**src/rtl/pwm_pkg.sv**
```systemverilog
// pwm_pkg: shared definitions for the mmio_pwm peripheral.
//   - Register byte offsets of the memory-mapped register file.
//   - CTRL bit positions.
//   - merge_bytes(): applies a byte-lane write mask to a register value.
package pwm_pkg;

   localparam logic [7:0] CTRL_OFS     = 8'h00;
   localparam logic [7:0] PRESCALE_OFS = 8'h04;
   localparam logic [7:0] PERIOD_OFS   = 8'h08;
   localparam logic [7:0] STATUS_OFS   = 8'h0C;
   localparam logic [7:0] DUTY_BASE    = 8'h10;

   localparam int CTRL_EN  = 0;
   localparam int CTRL_INV = 1;
   localparam int CTRL_IE  = 2;
   localparam int CTRL_W   = 3;

   // Byte lanes with mask[b]=1 take the new value, the others keep the old one.
   function automatic logic [31:0] merge_bytes(input logic [31:0] old_val,
                                               input logic [31:0] new_val,
                                               input logic [3:0]  mask);
      logic [31:0] res;
      for (int b = 0; b < 4; b++) begin
         res[b*8 +: 8] = mask[b] ? new_val[b*8 +: 8] : old_val[b*8 +: 8];
      end
      return res;
   endfunction

endpackage

```
**src/rtl/pwm_channel.sv**
```systemverilog
// pwm_channel: one PWM output.
//   Holds the shadow duty register (bus-written), the active duty register
//   (loaded on a period boundary, or continuously while disabled), the
//   duty comparator and the registered output.
// Ports:
//   clk, rst      system clock, synchronous active-high reset
//   wr            write strobe for this channel's DUTY register
//   wdata, wmask  bus write data and byte-lane enables
//   load          copy shadow -> active this cycle
//   en, inv       CTRL.EN and CTRL.INV
//   cnt           shared period counter
//   duty_sh       shadow duty value (for bus read-back)
//   pwm           registered PWM output
module pwm_channel
   import pwm_pkg::*;
#(
   parameter int CNT_W = 8
) (
   input  logic             clk,
   input  logic             rst,
   input  logic             wr,
   input  logic [31:0]      wdata,
   input  logic [3:0]       wmask,
   input  logic             load,
   input  logic             en,
   input  logic             inv,
   input  logic [CNT_W-1:0] cnt,
   output logic [CNT_W-1:0] duty_sh,
   output logic             pwm
);

   logic [CNT_W-1:0] duty_act;

   // NOTE: state is updated with non-blocking assignments so every flop
   // samples the pre-edge values; this is what makes a shadow write in the
   // wrap cycle load the old value into duty_act.
   always_ff @(posedge clk) begin
      if (rst) begin
         duty_sh  <= '0;
         duty_act <= '0;
         pwm      <= 1'b0;
      end else begin
         if (wr) begin
            duty_sh <= CNT_W'(merge_bytes(32'(duty_sh), wdata, wmask));
         end
         if (load) begin
            duty_act <= duty_sh;
         end
         pwm <= en ? ((cnt < duty_act) ^ inv) : inv;
      end
   end

endmodule

```
**src/rtl/mmio_pwm.sv**
```systemverilog
// mmio_pwm: memory-mapped multi-channel PWM peripheral.
//   Bus decode, shared prescaler and period counter, sticky WRAP status,
//   interrupt and registered read mux; NUM_CH pwm_channel instances.
// Ports:
//   clk, rst             system clock, synchronous active-high reset
//   sel, we, re          peripheral select, write / read strobes
//   addr                 byte offset (addr[1:0] ignored)
//   wdata, wmask         write data, byte-lane enables
//   rdata                registered read data
//   pwm_out              registered PWM outputs
//   irq                  level interrupt, STATUS.WRAP & CTRL.IE
module mmio_pwm
   import pwm_pkg::*;
#(
   parameter int NUM_CH = 4,
   parameter int CNT_W  = 8,
   parameter int PRE_W  = 16
) (
   input  logic              clk,
   input  logic              rst,
   input  logic              sel,
   input  logic              we,
   input  logic              re,
   input  logic [7:0]        addr,
   input  logic [31:0]       wdata,
   input  logic [3:0]        wmask,
   output logic [31:0]       rdata,
   output logic [NUM_CH-1:0] pwm_out,
   output logic              irq
);

   localparam logic [5:0] NUM_CH_W = 6'(NUM_CH);

   logic [CTRL_W-1:0] ctrl;
   logic [PRE_W-1:0]  prescale;
   logic [PRE_W-1:0]  pre_cnt;
   logic [CNT_W-1:0]  period_sh;
   logic [CNT_W-1:0]  period_act;
   logic [CNT_W-1:0]  cnt;
   logic              wrap_flag;

   logic              en, inv;
   logic              wr_stb, rd_stb;
   logic [7:0]        word_ofs;
   logic [5:0]        duty_idx;
   logic              is_duty;
   logic              tick, wrap, load_act;
   logic              clr_wrap;
   logic [NUM_CH-1:0] duty_wr;
   logic [CNT_W-1:0]  duty_sh [NUM_CH];
   logic [31:0]       rd_mux;
   logic              unused_addr_bits;

   assign en       = ctrl[CTRL_EN];
   assign inv      = ctrl[CTRL_INV];
   assign irq      = wrap_flag & ctrl[CTRL_IE];

   assign wr_stb   = sel & we;
   assign rd_stb   = sel & re;
   assign word_ofs = {addr[7:2], 2'b00};
   assign duty_idx = addr[7:2] - DUTY_BASE[7:2];
   assign is_duty  = (word_ofs >= DUTY_BASE) && (duty_idx < NUM_CH_W);
   assign unused_addr_bits = ^addr[1:0];

   assign tick     = en && (pre_cnt == prescale);
   assign wrap     = tick && (cnt == period_act);
   // While disabled the active copies follow the shadows, so enabling
   // starts straight away with the latest programmed values.
   assign load_act = !en || wrap;
   assign clr_wrap = wr_stb && (word_ofs == STATUS_OFS) && wmask[0] && wdata[0];

   always_ff @(posedge clk) begin
      if (rst) begin
         ctrl       <= '0;
         prescale   <= '0;
         pre_cnt    <= '0;
         period_sh  <= '1;
         period_act <= '1;
         cnt        <= '0;
         wrap_flag  <= 1'b0;
         rdata      <= '0;
      end else begin
         if (wr_stb && word_ofs == CTRL_OFS) begin
            ctrl <= CTRL_W'(merge_bytes(32'(ctrl), wdata, wmask));
         end
         if (wr_stb && word_ofs == PRESCALE_OFS) begin
            prescale <= PRE_W'(merge_bytes(32'(prescale), wdata, wmask));
         end
         if (wr_stb && word_ofs == PERIOD_OFS) begin
            period_sh <= CNT_W'(merge_bytes(32'(period_sh), wdata, wmask));
         end

         if (!en) begin
            pre_cnt <= '0;
            cnt     <= '0;
         end else if (tick) begin
            pre_cnt <= '0;
            cnt     <= wrap ? '0 : cnt + 1'b1;
         end else begin
            pre_cnt <= pre_cnt + 1'b1;
         end

         if (load_act) begin
            period_act <= period_sh;
         end

         // A wrap in the same cycle as a W1C wins: the flag stays set.
         if (wrap) begin
            wrap_flag <= 1'b1;
         end else if (clr_wrap) begin
            wrap_flag <= 1'b0;
         end

         if (rd_stb) begin
            rdata <= rd_mux;
         end
      end
   end

   // NOTE: rd_mux gets a default before any branch so no path leaves it
   // unassigned, which would otherwise infer a latch.
   always_comb begin
      rd_mux = '0;
      if (word_ofs == CTRL_OFS) begin
         rd_mux = 32'(ctrl);
      end else if (word_ofs == PRESCALE_OFS) begin
         rd_mux = 32'(prescale);
      end else if (word_ofs == PERIOD_OFS) begin
         rd_mux = 32'(period_sh);
      end else if (word_ofs == STATUS_OFS) begin
         rd_mux = 32'(wrap_flag);
      end else if (is_duty) begin
         for (int i = 0; i < NUM_CH; i++) begin
            if (duty_idx == 6'(i)) begin
               rd_mux = 32'(duty_sh[i]);
            end
         end
      end
   end

   for (genvar i = 0; i < NUM_CH; i++) begin : g_ch
      assign duty_wr[i] = wr_stb && is_duty && (duty_idx == 6'(i));

      pwm_channel #(
         .CNT_W (CNT_W)
      ) u_ch (
         .clk     (clk),
         .rst     (rst),
         .wr      (duty_wr[i]),
         .wdata   (wdata),
         .wmask   (wmask),
         .load    (load_act),
         .en      (en),
         .inv     (inv),
         .cnt     (cnt),
         .duty_sh (duty_sh[i]),
         .pwm     (pwm_out[i])
      );
   end

endmodule
```
**config.mk**
```make
export PLATFORM = sky130hd
export DESIGN_NAME = mmio_pwm
export DESIGN_NICKNAME = d
export VERILOG_FILES = /design/src/rtl/pwm_pkg.sv /design/src/rtl/pwm_channel.sv /design/src/rtl/mmio_pwm.sv
export SDC_FILE = /design/constraint.sdc
export NUM_CORES = 1
export LEC_CHECK = 0
export ABC_AREA = 1
export CORE_ASPECT_RATIO = 1.25
export CORE_UTILIZATION = 35
export CTS_BUF_LIST = sky130_fd_sc_hd__clkbuf_8
export DETAILED_ROUTE_END_ITERATION = 7
export SYNTH_ARGS = -nofsm -noshare
export SYNTH_HDL_FRONTEND = slang
export SYNTH_SLANG_ARGS = --single-unit
```
**constraint.sdc**
```tcl
create_clock -name clk -period 2 [get_ports clk]
set_clock_uncertainty 0.1 [all_clocks]
set_input_delay 0.4 -clock clk [delete_from_list [all_inputs] [get_ports clk]]
set_output_delay 0.4 -clock clk [all_outputs]
set_load 0.1 [all_outputs]
```
# --- Word-level counts from Yosys, hierarchy flattened ---
# Index checks and enable logic that the tools add are counted.
word_totals:
  register_bits: 160
  input_bits: 49
  out_inout_bits: 37
  elab_cells: 91
op_classes:
  add_sub_neg: 3
  order_cmp: 6
  eq_ne: 8
  mux: 16
  n_bitwise: 8
  n_reduce_logical: 29
op_table:
  columns: ["cell", "n"]
  rows:
  - ["2-to-1 mux 32 bit", 8]
  - ["less-than comparator 8 bit", 4]
  - ["equality test 6 x 2 -> 1 bit, second input constant", 4]
  - ["adder 16 x 1 -> 16 bit, second input constant", 1]
  - ["equality test 16 bit", 1]
  - ["2-to-1 mux 8 bit", 2]
  - ["AND reduction 2 bit", 8]
  - ["logical AND 1 bit", 14]
  - ["equality test 6 x 1 -> 1 bit, second input constant", 2]
  - ["adder 8 x 1 -> 8 bit, second input constant", 1]
  - ["equality test 8 bit", 1]
  - ["greater-or-equal comparator 8 x 5 -> 1 bit, second input constant", 1]
  - ["logical NOT 8 bit", 1]
  - ["logical NOT 6 bit", 1]
  - ["less-than comparator 6 x 3 -> 1 bit, second input constant", 1]
  - ["2-to-1 mux 1 bit", 6]
  - ["subtractor 6 x 3 -> 6 bit, second input constant", 1]
  - ["bitwise XOR 1 bit", 4]
  - ["AND 1 bit", 3]
  - ["OR reduction 3 bit", 1]
  - ["nonzero test 2 bit", 1]
  - ["OR reduction 2 bit", 1]
  - ["logical NOT 1 bit", 1]
  - ["logical OR 1 bit", 1]
  - ["NOT 1 bit", 1]

# --- Depth between registers and ports, before layout ---
# Gate-level depths: netlist (run 1).
logic_depth:
  ltp_word: 11
  depth_mapped: 13
  depth_no_buf: 13

# --- Modules after synthesis ---
# A second synthesis (run 1) with hierarchy kept.
hier_totals:
  hier_cells: 1028
  area_unflattened_um2: 7467.2
by_module_without_submodules:
  columns: ["mod", "instances", "cells_each", "area_per_inst_um2", "seq_area_each_um2"]
  rows:
  - ["mmio_pwm", 1, 624, 4439.3, 1521.5]
  - ["pwm_channel", 4, 101, 757.0, 340.3]

# --- Least setup slack after synthesis (run 1) ---
# Ideal clock, no wire load.
synth_timing:
  kind: "input to register"
  from: "input port addr[4]"
  to: "register g_ch[2].u_ch.duty_sh[5]"
  setup_ns: 0.119
  arrival_ns: 1.571
  t_required_ns: 1.781
  path_slack_ns: 0.210
  stages: 7
  path_buffers: 1
  cell_sequence: "o21ai_1 nand2_1 nor3_4 nand2_1 buf_2 o21ai_0 a21oi_1"
synth_via:
  elab_chain_len: 6
  elab_cells_between_ends: 8
  cone_classes: "1 x add/sub; 2 x order compare; 1 x eq/ne; 4 x reduce/logical"
synth_lines:
  columns: ["item", "line", "text"]
  rows:
  - ["from (decl)", "mmio_pwm.sv:24", "input logic [7:0] addr,"]
  - ["subtractor 6 x 3 -> 6 bit", "mmio_pwm.sv:61", "assign duty_idx = addr[7:2] - DUTY_BASE[7:2];"]
  - ["less-than comparator 6 x 3 -> 1 bit", "mmio_pwm.sv:62", "assign is_duty = (word_ofs >= DUTY_BASE) && (duty_idx < NUM_CH_W);"]
  - ["logical AND 1 bit", "mmio_pwm.sv:62", null]
  - ["logical AND 1 bit", "mmio_pwm.sv:142", "assign duty_wr[i] = wr_stb && is_duty && (duty_idx == 6'(i));"]
  - ["logical AND 1 bit *", "mmio_pwm.sv:142", null]
  - ["AND reduction 2 bit (no line) *", null, null]
  - ["to (signal assigned)", "pwm_channel.sv:44", "duty_sh <= CNT_W'(merge_bytes(32'(duty_sh), wdata, wmask));"]
  - ["to (decl)", "pwm_channel.sv:28", "output logic [CNT_W-1:0] duty_sh,"]
# Every way passes the cells marked *; elsewhere a longest branch is shown, timed or not.
# A chain may end at the register's enable or synchronous reset.

# --- Worst setup path after layout (run 1) ---
layout_timing:
  from: "input port addr[6]"
  to: "register g_ch[0].u_ch.duty_sh[6]"
layout_via:
  elab_chain_len: 6
  elab_cells_between_ends: 8
  cone_classes: "1 x add/sub; 2 x order compare; 5 x reduce/logical"
layout_lines:
  columns: ["item", "line"]
  rows:
  - ["subtractor 6 x 3 -> 6 bit", "mmio_pwm.sv:61"]
  - ["less-than comparator 6 x 3 -> 1 bit", "mmio_pwm.sv:62"]
  - ["logical AND 1 bit", "mmio_pwm.sv:62"]
  - ["logical AND 1 bit", "mmio_pwm.sv:142"]
  - ["logical AND 1 bit *", "mmio_pwm.sv:142"]
  - ["AND reduction 2 bit (no line) *", null]
  - ["to (signal assigned)", "pwm_channel.sv:44"]
  - ["to (decl)", "pwm_channel.sv:28"]
# Marks and branches as above.

==> metrics, run 1 <==
setup violators final=0; ratio of cells with drive above 1 in the final layout=13.9%; Hold-fix buffers, CTS=0; post-synth top area cell=dfxtp_1; Die Span X=130 µm; Worst EP required=2.28 ns; Buffers on Ports=between 40 and 50; global route total overflow=0; most frequent CP cell=nand2_1; Antenna diodes=0; crit-path cells=clkdlybuf4s50_1 -> inv_1 -> a21oi_2 -> nand2_1 -> nor2_1 -> nand2_1 -> inv_2 -> nand2_1 -> buf_4 -> a21oi_1; Cell Area, Synth=between 0.007 and 0.008 mm²; gpl congestion=around 0.86; Slew @ Worst Pin=between 0.5 and 0.6 ns; LEAKAGE=0.00362 µW; CTS buffer count=17; final core utilization=approximately 44%; CP Class=primary input to flop; EDFF count, synth=0; Yosys warning count=0; Hold Crit Class=primary input to flop; Max-Cap Viols=0; number of global-route vias before repair=just over 6000; Ports=86; Min Clock Period, post-route=~1.9 ns; die area=~0.021 mm²; layout net count=roughly 1200; Hold Vio Cnt, Final=0; Clock Latency Late Sink=approximately 0.46 ns; fin worst setup slack=between 0.1 and 0.15 ns; path depth of the worst reg2reg path=11; vias per cell=between 4 and 5; row cnt=just under 60; Yosys top cell area share=around two fifths; fin. max-slew vios=0; Area contributors post-synth=dfxtp_1, nand2_1, a21oi_1, inv_1, nand3_1; WL/cell=between 10 and 15 µm; global-route wire length before repair=roughly 31 mm; dpl cells=approximately 1400; Post-Synthesis Cells=1008; 1st-iter DRT viols=between 300 and 400; outcome=completed; Initial Util=between 30 and 40%; syn avg cell area=around 7.1 µm²; kind of start point of the critical path=primary input; Root Buffer=clkbuf_8; slowest stage delay, CP=0.50 ns; Rel. slew slack=a little under two thirds; post-synthesis cell type count=38; PD cells=approximately 630 mW/mm²; Synth-to-Final Area Change=23.9%; hold depth=2; CTS max path bufs=2; hpwl dp=14.3 mm; Finished Layout Cells=around 1400; maximum vdd ir drop=slightly below 300 µV; Fmax=between 0.5 and 0.6 GHz; Critical-path top delay cell=clkdlybuf4s50_1; Core ar.=about 0.020 mm²; FF+latch count, synth=approximately 140; CTS tree=built; Final period util=about 93%; CP Max Fanout=12; Die Span Y=162 µm; Async SR Flop Fraction=0%; DRC Markers=0; WL final=19.4 mm; Worst setup EP type=flop; Worst EP arrival=about 2.2 ns; H-tree depth=4; initial antenna violation count=0; pin count of the biggest net entering global routing=between 60 and 70; Seq/Total Area, Yosys=40.2%; Antenna Nets Post-Route=0; register clock-pin slew on the reported worst setup and hold paths=roughly 0.080 ns; DRT Pass-1 Iters=5; vias=around 6800; Tot GR Track Use=19.4%; worst slack, placed=-0.414 ns; Primary FF master, synth=dfxtp_1; clock sinks=~140
==> kinds of logic (layout without fill, tap and decap cells) <==
group	count (synthesis)	in the layout	synth area share, %
xor+xnor	22	22	2.69
other cells	1	16	0.0523
flops	144	144	40.2
fa+ha+maj	30	30	5.24
buf+inv	172	268	10.6
simple gates	434	434	26.3
compound gates	205	205	14.9
==> registers in the layout, indices dropped and copies added, names as in the netlist <==
name / count
rdata: 16
ctrl: 3
prescale: 16
cnt: 8
g_ch.u_ch.duty_sh: 32
period_act: 8
pre_cnt: 16
wrap_flag: 1
g_ch.u_ch.duty_act: 32
period_sh: 8
g_ch.u_ch.pwm: 4
==> final timing paths <==
path,from,to,slack [ns]
worst min register to register,pre_cnt[0],pre_cnt[0],0.35
worst min-delay path,rst,rdata[8],0.19
worst max-delay path,addr[6],g_ch[0].u_ch.duty_sh[6],0.13
worst max register to register,prescale[3],g_ch[0].u_ch.duty_act[3],0.17
==> power by group <==
group / leakage (µW) / switching, µW / total, µW / internal, µW
Sequential: 0.00116 / 3.70 / 2870 / 2870
Clock: 0.000212 / 1120 / 2360 / 1240
Combinational: 0.00224 / 286 / 397 / 111
Total: 0.00362 / 1410 / 5630 / 4220
==> worst max-delay path: cells and delay by family <==
family | cells | cell delay, ns
AOI/OAI and AO/OA | 2 | 0.33
buffers and inverters | 4 | 0.89
and+or+nand+nor | 4 | 0.52
==> per-stage QoR <==
step	TNS (ns)	instance area (µm²)	total power, µW	hold slack [ns]
after floorplan	0	7220	3200	0.333
after global placement	-14.49	8400	3330	0.355
after detailed placement	-17.28	8400	3330	0.355
after CTS	0	8800	5680	0.172
after global routing	-0.00537	8880	5840	0.179
final	0	8880	5630	0.191
==> what timing repair did <==
item	in CTS	in global routing
resized for setup	0	21
setup endpoints to repair	0	72
buffers inserted	0	2
==> final cells by class <==
cell class	count	area, µm²
Clock buffer	18	248
Clock inverter	14	150
Timing Repair Buffer	124	1200
Sequential cell	144	2890
Multi-Input combinational cell	707	3630
Tap cell	270	338
Inverter	112	420
Fill cell	2106	11200
==> placed cells by master, fill, tap and decap left out, types with 2 or more instances in the layout <==
cell type	Yosys	layout
inv_1	108	111
nor3b_2	1	2
nor4_1	2	2
ha_1	30	30
conb_1	1	16
nor3_2	0	2
dfxtp_1	144	139
nor2_1	79	76
xor2_1	15	15
o21ai_0	47	46
a211oi_1	5	4
a21oi_1	136	135
and3_1	2	2
nand2_2	1	3
buf_12	0	16
clkdlybuf4s50_1	0	25
dfxtp_2	0	5
nand3_2	1	3
clkbuf_8	0	18
buf_4	26	79
bufinv_16	0	3
nor3_1	20	18
nor3b_1	5	4
nand4_1	21	21
o21ai_1	5	6
clkinvlp_4	0	2
clkinv_2	0	5
nand3_1	79	77
nor2_2	2	5
or2_2	3	3
inv_2	3	3
dlymetal6s2s_1	0	2
o211ai_1	9	9
xnor2_1	7	7
nand2_1	215	213
a21oi_2	1	2
==> cells in the mapped netlist, drive strengths merged, types with 9 or more instances <==
library cell	number
nand2	216
dfxtp	144
a21oi	137
inv	111
nor2	81
nand3	80
o21ai	52
buf	34
ha	30
clkbuf	26
nand4	21
nor3	21
xor2	15
o211ai	9
==> metal layers <==
| metal | wire length [µm] | vias to the layer above | share of wire [%] | track usage [%] |
|---|---|---|---|---|
| li1 | - | 3475 | - | - |
| met2 | 9100 | 156 | 47 | 31.2 |
| met1 | 9200 | 3102 | 47 | 25.6 |
| met5 | 0 | - | 0 | 0 |
| met3 | 751 | 20 | 3.9 | 3.33 |
| met4 | 361 | 0 | 1.9 | 7.72 |
Note: power is estimated with default switching activity, not from simulation.
==> run 2, diff against run 1 <==
CORE_ASPECT_RATIO = unset   (was 1.25)
CTS_CLUSTER_SIZE = 12   (was unset)
==> metrics, run 2 (synthesis gave the netlist of run 1 again) <==
outcome=completed; Largest regs=g_ch.u_ch.duty_act: 32 flops, g_ch.u_ch.duty_sh: 32 flops; CP Class=primary input to flop; PD cells=670 mW/mm² (+5.7%); Core ar.=0.0198 mm² (-1.6%); Antenna Nets Post-Route=0 (unchanged); Root Buffer=clkbuf_8; Initial Util=36.2% (+0.58 points); Worst EP required=2.24 ns (-0.04 ns); crit-path cells=clkdlybuf4s50_1 -> nor2_1 -> a21oi_2 -> buf_4 -> nand3_2 -> inv_1 -> nand2_1 -> buf_4 -> o21ai_1 -> a21oi_1; RSZ-0062 raised after global routing=yes; final core utilization=45.5% (+1.4 points); setup violators final=0 (unchanged); LEAKAGE=0.00367 µW (+1.4%); register area=0.00289 mm² (+0.13%); Finished Layout Cells=1381 (-0.58%); Hold Crit Class=primary input to flop; Die Span X=145 µm (+12%); fin worst setup slack=0.132 ns (-0.000918 ns); kind of start point of the critical path=primary input; DRC Markers=0 (unchanged); die area=0.0211 mm² (about the same); dpl cells=1344 (-0.81%); pin count of the biggest net entering global routing=52 (-19%); Worst setup EP type=flop; register clock-pin slew on the reported worst setup and hold paths=0.08 ns (about the same); CP Max Fanout=15 (+3); initial antenna violation count=0 (unchanged); Max-Cap Viols=0 (unchanged); cell area after placement=0.00835 mm² (-0.61%); worst slack, placed=-0.288 ns (+0.126 ns); CTS tree=built; vias=6679 (-1.1%); DRT Pass-1 Iters=5 (unchanged); Ports=86 (unchanged); Synth-to-Final Area Change=25.6%; maximum vdd ir drop=416 µV (+39%); Final period util=93.4% (about the same); row cnt=51 (-12%); Critical-path top delay cell=clkdlybuf4s50_1; gpl congestion=0.854 (-0.74%); Hold Vio Cnt, Final=0 (unchanged); global-route wire length before repair=31.9 mm (+2.1%); most frequent CP cell=buf_4; global route total overflow=0 (unchanged); Die Span Y=145 µm (-10%); CTS buffer count=17 (unchanged); WL final=20.1 mm (+3.7%); Fmax=0.535 GHz (about the same); Slew @ Worst Pin=0.525 ns (-0.0176 ns); ratio of cells with drive above 1 in the final layout=14.2% (+0.22 points); number of global-route vias before repair=6035 (-2.3%); fin. max-slew vios=0 (unchanged); Tot GR Track Use=19.1% (-0.28 points); R2R Setup Slk=0.14 ns (-0.03 ns); Buffers on Ports=49 (unchanged); slowest stage delay, CP=0.50 ns (about the same); Clock Latency Late Sink=0.46 ns (about the same); Total Power=6030 µW (+7.2%); commonest non-fill, non-tap cell in the layout=nand2_1; hpwl dp=14.5 mm (+1.7%); Antenna diodes=0 (unchanged); vias per cell=4.84 (-0.52%); fillers=2027 (-3.8%); 1st-iter DRT viols=530 (+39%); layout net count=1183 (-0.17%); Worst EP arrival=2.11 ns (-0.04 ns); Rel. slew slack=65.0% (+1.2 points); CTS max path bufs=2 (unchanged); design area=0.00900 mm² (+1.4%); Multi-input gate area=0.00364 mm² (+0.34%); commonest cells after routing, fill and taps aside=nand2_1, a21oi_1, dfxtp_1; WL/cell=14.6 µm (+4.3%); clock sinks=144 (unchanged); Hold-fix buffers, CTS=0 (unchanged); Min Clock Period, post-route=1.87 ns (+0.000918 ns); H-tree depth=4 (unchanged)
run 2: timing repair:
item                       in CTS  in global routing
buffers inserted                0                  2
resized for setup               0                 28
setup endpoints to repair       0                 64
run 2: path summary, 6_finish.rpt:
path	to	startpoint	depth (start not counted)
max	g_ch[3].u_ch.duty_sh[6]	addr[4]	10
min	cnt[0]	rst	4
max reg2reg	g_ch[0].u_ch.duty_act[2]	prescale[4]	9
min reg2reg	pre_cnt[0]	pre_cnt[0]	1
run 2: layer usage:
| metal | vias to the layer above | share of wire, % | wire, µm | track usage, % |
|---|---|---|---|---|
| li1 | 3472 | - | - | - |
| met1 | 3051 | 50 | 10100 | 27.6 |
| met2 | 138 | 44 | 8880 | 28.4 |
| met3 | 18 | 4.3 | 863 | 3.62 |
| met4 | 0 | 1.3 | 268 | 5.89 |
| met5 | - | 0 | 0 | 0 |
run 2: stage by stage:
| stage | setup TNS (ns) | hold slack (ns) |
|---|---|---|
| finish | 0 | 0.243 |
| global route | -0.0716 | 0.273 |
| CTS | 0 | 0.219 |
| detailed placement | -11.51 | 0.358 |
| global placement | -10.71 | 0.354 |
| floorplan | 0 | 0.333 |
run 2: report_power, final:
group | internal (µW) | total [µW] | switching [µW]
logic | 110 | 395 | 285
clock network | 1630 | 2770 | 1140
registers | 2870 | 2870 | 3.87
run 2: critical path: cells and delay by family:
kind | cells | cell delay, ns
buffers and inverters | 4 | 0.98
AOI/OAI and AO/OA | 3 | 0.46
and+or+nand+nor | 3 | 0.26
run 2: final cells by class:
class | instances | area share (%)
repair buffers | 122 | 13.9
inverters | 112 | 4.67
multi-input cells | 707 | 40.4
flip-flops and latches | 144 | 32.1
well taps | 265 | 3.68
clock buffers | 18 | 2.75
clock inverters | 13 | 2.43
==> run 3, diff against run 2 <==
GPL_TIMING_DRIVEN = 0   (was unset)
==> metrics, run 3 (synthesis gave the netlist of run 1 again) <==
DRT Pass-1 Iters=5 (unchanged); 1st-iter DRT viols=477 (-10%); Final period util=96.0% (+2.6 points); global-route wire length before repair=32.6 mm (+2.2%); commonest non-fill, non-tap cell in the layout=nand2_1; fin. max-slew vios=0 (unchanged); Antenna diodes=0 (unchanged); gpl congestion=0.824 (-3.6%); Tot GR Track Use=19.9% (+0.81 points); Worst Hold Endpoint=pre_cnt[0]; CP Class=flop to primary output; WL/cell=14.9 µm (+2.5%); initial antenna violation count=0 (unchanged); PD cells=664 mW/mm² (-0.98%); Worst EP required=1.50 ns (-0.74 ns); Worst setup EP type=primary output; Clock Latency Late Sink=0.47 ns (about the same); R2R Setup Slk=0.09 ns (-0.05 ns); Die Span Y=145 µm (unchanged); number of global-route vias before repair=6047 (+0.20%); final core utilization=44.5% (-1.0 points); Hold Vio Cnt, Final=0 (unchanged); WL final=20.6 mm (+2.2%); setup violators final=0 (unchanged); Rel. slew slack=44.0% (-21 points); kind of start point of the critical path=flop; row cnt=51 (unchanged); register clock-pin slew on the reported worst setup and hold paths=0.09 ns (about the same); DRC Markers=0 (unchanged); Min Clock Period, post-route=1.92 ns (+0.0519 ns); design area=0.00880 mm² (-2.3%); CTS buffer count=17 (unchanged); CP Max Fanout=1 (-14); Largest regs=g_ch.u_ch.duty_act: 32 flops, g_ch.u_ch.duty_sh: 32 flops; vias=6724 (+0.67%); clock sinks=144 (unchanged); pin count of the biggest net entering global routing=17 (-67%); commonest cells after routing, fill and taps aside=nand2_1, a21oi_1, dfxtp_1; hpwl dp=15.5 mm (+6.9%); Fmax=0.521 GHz (-2.7%); Hold Crit Class=flop to flop; hold depth=1 (-3); layout net count=1177 (-0.51%); ratio of cells with drive above 1 in the final layout=14.1% (-0.026 points); Root Buffer=clkbuf_8; cell area after placement=0.00804 mm² (-3.8%); Max-Cap Viols=0 (unchanged); Buffers on Ports=48 (-2.0%); Worst EP arrival=1.42 ns (-0.69 ns); maximum vdd ir drop=454 µV (+9.2%); Initial Util=36.2% (unchanged); Synth-to-Final Area Change=22.7%; vias per cell=4.89 (+1.0%); CTS tree=built; Ports=86 (unchanged); RR Startpoint=ctrl[0]; dpl cells=1336 (-0.60%); worst r2r dst=g_ch[0].u_ch.duty_act[4]; global route total overflow=0 (unchanged); Finished Layout Cells=1376 (-0.36%); hold wc startpoint=pre_cnt[0]; path depth of the worst reg2reg path=9 (unchanged); CTS max path bufs=2 (unchanged); Antenna Nets Post-Route=0 (unchanged); LEAKAGE=0.00348 µW (-5.2%); Slew @ Worst Pin=0.841 ns (+0.316 ns); outcome=completed; Die Span X=145 µm (unchanged); H-tree depth=4 (unchanged); Core ar.=0.0198 mm² (unchanged); die area=0.0211 mm² (unchanged)
## run 3: cell count changes in the layout (fill, tap and decap cells not counted), moves of 4 or more
cell and change:
buf_4 -39, clkbuf_1 +20, clkdlybuf4s15_2 +20, buf_12 -15
dfxtp_1 -7, inv_1 -7, clkinvlp_4 +5, nand2_1 -5
buf_6 +4, dfxtp_2 +4, nor2_4 +4
## run 3: cell type report
cell class	instances	area, µm²
Clock buffer	21	289
Clock inverter	11	154
Buffer	60	382
Sequential cell	144	2910
Tap cell	265	332
Inverter	112	423
Fill cell	2060	11000
Timing Repair Buffer	56	569
Multi-Input combinational cell	707	3740
## run 3: worst max-delay path by stage
stage / start / depth (start not counted) / slack, ns / end
2_1_floorplan: addr[4] / 7 / 0.21 / g_ch[2].u_ch.duty_sh[5]
3_3_place_gp: addr[4] / 8 / -0.62 / g_ch[3].u_ch.duty_sh[6]
3_5_place_dp: addr[4] / 8 / -0.62 / g_ch[3].u_ch.duty_sh[6]
4_1_cts: ctrl[2] / 3 / -0.009 / irq
5_1_grt: ctrl[0] / 8 / -0.04 / pre_cnt[2]
6_report: g_ch[2].u_ch.pwm / 2 / 0.08 / pwm_out[2]
## run 3: power by group
group / switching, µW / internal (µW) / total [µW] / leakage (µW)
clock: 1190 / 1370 / 2570 / 0.000207
sequential: 2.76 / 2860 / 2870 / 0.00117
combinational: 298 / 107 / 405 / 0.00210
## run 3: per-stage QoR
step	worst slack (ns)	total power (µW)	setup TNS, ns	hold WS, ns
2_1_floorplan	0.210	3200	0	0.333
3_3_place_gp	-0.617	3330	-46.00	0.352
3_5_place_dp	-0.617	3330	-46.48	0.352
4_1_cts	-0.00893	5860	-0.00893	0.364
5_1_grt	-0.0352	6030	-0.315	0.361
6_report	0.0798	5840	0	0.345
## run 3: what timing repair did
action | 4_1_cts | 5_1_grt
resized for setup | 90 | 68
hold buffers | 0 | 0
pin swaps | 4 | 14
setup endpoints to repair | 100 | 123
buffers inserted | 2 | 6
cloned | 0 | 0
## run 3: critical path, cell delays in order, from the launching register on
cell,delay (ns)
dfxtp_1,0.32
buf_4,0.09
clkdlybuf4s15_2,0.54
## run 3: layer usage
| layer | vias up | global-route usage (%) | routed length [µm] |
|---|---|---|---|
| li1 | 3462 | - | - |
| met1 | 3069 | 28.5 | 10200 |
| met2 | 167 | 30.1 | 9100 |
| met3 | 26 | 3.71 | 956 |
| met4 | 0 | 6.05 | 274 |
| met5 | - | 0 | 0 |
